$ cat config.mk
export PLATFORM = sky130hd
export DESIGN_NAME = vga_timing_gen
export DESIGN_NICKNAME = d
export VERILOG_FILES = /design/src/rtl/vga_timing_gen.sv
export SDC_FILE = /design/constraint.sdc
export NUM_CORES = 1
export LEC_CHECK = 0
export BUFFER_PORTS_ARGS = -buffer_cell sky130_fd_sc_hd__buf_2
export CORE_MARGIN = 2
export CORE_UTILIZATION = 58
export DETAILED_ROUTE_END_ITERATION = 7
export GPL_ROUTABILITY_DRIVEN = 0
export PLACE_DENSITY = 0.84
export SYNTH_ARGS = -nofsm -noshare
export SYNTH_HDL_FRONTEND = slang
export SYNTH_SLANG_ARGS = --single-unit
$ cat constraint.sdc
create_clock -name vga_clk -period 4.62 [get_ports vga_clk]
set_input_delay 0.693 -clock vga_clk [delete_from_list [all_inputs] [get_ports vga_clk]]
set_output_delay 0.693 -clock vga_clk [all_outputs]
set_load 0.01 [all_outputs]
$ cat src/rtl/vga_timing_gen.sv
// VGA timing generator.
// Produces pixel/line counters plus registered sync, blank and frame
// markers for a raster display. All outputs are flops loaded from the
// next-state counter values, so every output describes the same pixel
// as the DrawX/DrawY presented alongside it.
//
// Ports
//   vga_clk      in   pixel clock, rising edge
//   reset_n      in   asynchronous active-low reset
//   DrawX[9:0]   out  current column (0..H_TOTAL-1)
//   DrawY[9:0]   out  current row    (0..V_TOTAL-1)
//   hs, vs       out  horizontal / vertical sync, active-low
//   blank        out  1 = visible pixel, 0 = blanked
//   line_end     out  pulse on the last pixel of every line
//   frame_start  out  pulse at (0,0) of every frame after the first
//   frame_count  out  frames completed since reset, wraps at 256
module vga_timing_gen #(
  parameter int H_ACTIVE = 640,
  parameter int H_FP     = 16,
  parameter int H_SYNC   = 96,
  parameter int H_BP     = 48,
  parameter int V_ACTIVE = 480,
  parameter int V_FP     = 10,
  parameter int V_SYNC   = 2,
  parameter int V_BP     = 33
) (
  input  logic       vga_clk,
  input  logic       reset_n,
  output logic [9:0] DrawX,
  output logic [9:0] DrawY,
  output logic       hs,
  output logic       vs,
  output logic       blank,
  output logic       line_end,
  output logic       frame_start,
  output logic [7:0] frame_count
);

  localparam int H_TOTAL = H_ACTIVE + H_FP + H_SYNC + H_BP;
  localparam int V_TOTAL = V_ACTIVE + V_FP + V_SYNC + V_BP;

  localparam logic [9:0] H_LAST   = 10'(H_TOTAL - 1);
  localparam logic [9:0] V_LAST   = 10'(V_TOTAL - 1);
  localparam logic [9:0] H_VIS    = 10'(H_ACTIVE);
  localparam logic [9:0] V_VIS    = 10'(V_ACTIVE);
  localparam logic [9:0] HS_START = 10'(H_ACTIVE + H_FP);
  localparam logic [9:0] HS_END   = 10'(H_ACTIVE + H_FP + H_SYNC);
  localparam logic [9:0] VS_START = 10'(V_ACTIVE + V_FP);
  localparam logic [9:0] VS_END   = 10'(V_ACTIVE + V_FP + V_SYNC);

  logic [9:0] x_q, x_d, y_q, y_d;
  logic       hs_q, hs_d, vs_q, vs_d, blank_q, blank_d;
  logic       line_end_q, line_end_d, frame_start_q, frame_start_d;
  logic [7:0] frame_count_q, frame_count_d;
  logic       h_wrap, f_wrap;

  always_comb begin
    h_wrap = (x_q == H_LAST);
    f_wrap = h_wrap && (y_q == V_LAST);

    x_d = h_wrap ? 10'd0 : x_q + 10'd1;
    y_d = y_q;
    if (h_wrap) y_d = (y_q == V_LAST) ? 10'd0 : y_q + 10'd1;

    // Decode on the next-state counters so the registered flags line up
    // with the registered counters on the same cycle.
    hs_d          = !((x_d >= HS_START) && (x_d < HS_END));
    vs_d          = !((y_d >= VS_START) && (y_d < VS_END));
    blank_d       = (x_d < H_VIS) && (y_d < V_VIS);
    line_end_d    = (x_d == H_LAST);
    // Only a real frame wrap produces a start pulse; leaving reset lands
    // on (0,0) without one.
    frame_start_d = f_wrap;
    frame_count_d = frame_count_q + {7'd0, f_wrap};
  end

  always_ff @(posedge vga_clk or negedge reset_n) begin
    if (!reset_n) begin
      x_q           <= '0;
      y_q           <= '0;
      hs_q          <= 1'b1;
      vs_q          <= 1'b1;
      blank_q       <= 1'b1;
      line_end_q    <= 1'b0;
      frame_start_q <= 1'b0;
      frame_count_q <= '0;
    end else begin
      x_q           <= x_d;
      y_q           <= y_d;
      hs_q          <= hs_d;
      vs_q          <= vs_d;
      blank_q       <= blank_d;
      line_end_q    <= line_end_d;
      frame_start_q <= frame_start_d;
      frame_count_q <= frame_count_d;
    end
  end

  assign DrawX       = x_q;
  assign DrawY       = y_q;
  assign hs          = hs_q;
  assign vs          = vs_q;
  assign blank       = blank_q;
  assign line_end    = line_end_q;
  assign frame_start = frame_start_q;
  assign frame_count = frame_count_q;

endmodule

==> flow_metrics.py <==
metrics = {
    "synth": {
        "synth_cell_types": 44,
        "ys_top_cells_by_area": "dfrtp_1 45%, xnor2_1 5.2%, dfstp_2 4.7%",
        "synth_warnings": 0,
        "avgSynthCellArea_um2": 10.7,
        "yosysSeqAreaShare_pct": 49.5,
        "syn_area_um2": 1680,
        "synth-async-reset-ratio_pct": 100,
        "ys_ff_latch": 33,
        "netlist_instances": 157,
        "synth-edff-count": 0,
        "synth_flop_cell": "dfrtp_1",
        "netlist.area_leader.share_pct": 44.8,
        "syn-num-nets": 165,
        "synth_top_cell_by_area": "dfrtp_1",
    },
    "timing": {
        "max_slew_margin_pct": 54.0,
        "finClkSkew_ns": 0.0159,
        "fin_crit_sh_pct": 52.3,
        "drv_slew": 0,
        "worst_slack_ns": 2.20,
        "tightestPinTransition_ns": 0.690,
        "finalSetupViolCount": 0,
        "setup_tns_ns": 0,
        "rsz0062_at_grt": "no",
        "hold_viol_final": 0,
        "min_period_ns": 2.42,
        "max_freq_mhz": 414,
        "holdWs_ns": 0.387,
    },
    "power_and_ir_drop": {
        "vdd_drop_max_mv": 0.218,
        "leakage_nw": 0.989,
        "powerDensity_nw_per_um2": 234,
    },
    "worst_setup_path": {
        "crit_type": "reg2reg",
        "crit_start": "DrawX[0]",
        "cpMostUsedCell": "ha_1",
        "cp-end-kind": "flip-flop",
        "cp.arrival_ns": 2.64,
        "path_buf_inv": 0,
        "cpMaxStageDelayCell": "dfrtp_1",
        "worstRegToRegCells": 9,
        "crit_family": "simple AND/OR/NAND/NOR gates",
        "cp-start-kind": "flip-flop",
        "crit_chain": "ha_1, and4_4, nand3_1, nor2_1, ha_1, ha_1, and3_1, nand3_1, xnor2_1",
        "critPathCapture": "frame_count[6]",
        "worstPathRequired_ns": 4.85,
        "rrSetupSlack_ns": 2.20,
        "crit_cells": 9,
        "r2r-start": "DrawX[0]",
        "max_stage_delay_ns": 0.47,
        "r2r-end": "frame_count[6]",
        "worstPathMaxFanout": 7,
    },
    "cts": {
        "clk_pin_slew_worst_paths_ns": 0.11,
        "cts_sinks": 33,
        "clock_path_buffers": 2,
        "cts.repair.resized": 0,
        "clk_latency_ns": 0.34,
        "numCtsBuffers": 5,
        "postCtsSetupRepairBufs": 0,
        "htree_levels": 2,
        "cts_tree": "yes",
        "cts_root_buffer": "clkbuf_4",
        "hold_buffers": 0,
    },
    "detailed_routing": {
        "vias_per_cell": 6.18,
        "vias": 1402,
        "wirelength_um": 3540,
        "drt-wirelength-per-cell_um": 15.6,
        "drtIter0Drc": 64,
        "drc": 0,
        "firstDrtPassIters": 4,
        "drtAntennaViolNets": 0,
    },
    "die": {
        "start_util_pct": 60.8,
        "rows": 19,
        "dieArea_um2": 3340,
        "die_w_um": 57.8,
        "die_h_um": 57.8,
        "io_pins": 35,
        "core-area_um2": 2760,
    },
    "layout": {
        "fill_cells": 220,
        "diodes": 0,
        "drive_gt1_share_pct": 26.5,
        "final_nets": 203,
        "area_growth_pct": 14.9,
        "final_common_cell": "buf_2",
        "final_cell_mix": "34 x buf_2, 30 x dfrtp_1, 13 x nand2_1, 13 x nand3_1, 10 x xnor2_1",
    },
    "placed_design": {
        "port_buffers": 34,
        "place_ws_ns": 2.22,
        "dp_hpwl_um": 2580,
    },
    "worst_hold_path": {
        "hold_path.class": "in2async",
    },
    "global_routing": {
        "grt_pass1_wl_um": 6200,
        "grt_pass1_vias": 1363,
        "grt_overflow": 0,
        "grt_max_degree": 34,
        "grt_usage_pct": 24.3,
        "antenna_found_initial": 0,
    },
    "flow_run": {
        "drv_cap": 0,
    },
    "run_status": {
        "status": "finished, final reports clean",
    },
}
[cells by family (layout without fill, tap and decap cells)]
logic type | count (synthesis) | after routing | share of synthesized area (%)
buffers and inverters | 10 | 49 | 2.46
AND/OR/NAND/NOR | 71 | 71 | 25.6
XOR/XNOR | 15 | 15 | 7.84
multiplexers | 2 | 2 | 1.49
AO/OA/AOI/OAI | 20 | 20 | 8.66
adder cells (fa/ha/maj) | 6 | 6 | 4.48
flip-flops | 33 | 33 | 49.5
[cells in the mapped netlist (2+ instances only)]
| master | count |
|---|---|
| a21oi_1 | 4 |
| a311oi_1 | 3 |
| a31oi_1 | 2 |
| and2_1 | 2 |
| and3_1 | 5 |
| buf_2 | 3 |
| dfrtp_1 | 30 |
| dfstp_2 | 3 |
| ha_1 | 6 |
| inv_1 | 7 |
| nand2_1 | 13 |
| nand2b_1 | 2 |
| nand3_1 | 13 |
| nand4_1 | 8 |
| nand4b_1 | 3 |
| nor2_1 | 4 |
| nor2b_1 | 3 |
| nor3_1 | 3 |
| nor4_1 | 3 |
| o21ai_0 | 2 |
| or3_1 | 2 |
| xnor2_1 | 10 |
| xor2_1 | 5 |
[flip-flops by register name, indices dropped and copies added (netlist names)]
signal and cells:
frame_count 8, blank 1, DrawX 10, frame_start 1
line_end 1, hs 1, DrawY 10, vs 1
[per-stage QoR]
stage	power, mW	cell area [µm²]	cells	utilization (%)
floorplan	0.294	1680	157	-
CTS	0.455	1930	227	69.8
global placement	0.300	1870	219	67.8
detailed placement	0.300	1870	219	67.8
global route	0.469	1930	227	69.8
finish	0.450	1930	227	69.8
[routing by layer]
layer	share of wire, %	track usage [%]
met1	41	31.1
met2	51	40.1
met3	6.7	6.47
met4	1.2	8.31
met5	0	0
[worst min path at each step]
stage	endpoint	slack [ns]	cells past startpoint
after floorplan	DrawX[0]	0.40	0
after global routing	DrawY[3]	0.44	1
after CTS	DrawY[9]	0.41	1
final	DrawY[9]	0.39	1
after global placement	frame_count[7]	0.46	1
after detailed placement	frame_count[7]	0.46	1
[where the power goes]
part,internal (mW),switching [mW]
Clock,0.0573,0.0985
Combinational,0.000304,0.00508
Sequential,0.289,0
[layout make-up]
type | count | area (µm²) | share of cell area (%)
sequential | 33 | 830 | 43.1
timing repair buffer | 34 | 170 | 8.84
tap | 31 | 38.8 | 2.01
multi-input combinational | 114 | 806 | 41.8
clock buffer | 5 | 37.5 | 1.95
inverter | 7 | 26.3 | 1.36
clock inverter | 3 | 17.5 | 0.910
[worst register-to-register path, cell delays in order (launching register included)]
cell	delay (ns)
dfrtp_1	0.47
ha_1	0.29
and4_4	0.28
nand3_1	0.21
nor2_1	0.21
ha_1	0.21
ha_1	0.20
and3_1	0.21
nand3_1	0.10
xnor2_1	0.14
Note: power is estimated with default switching activity, not from simulation.
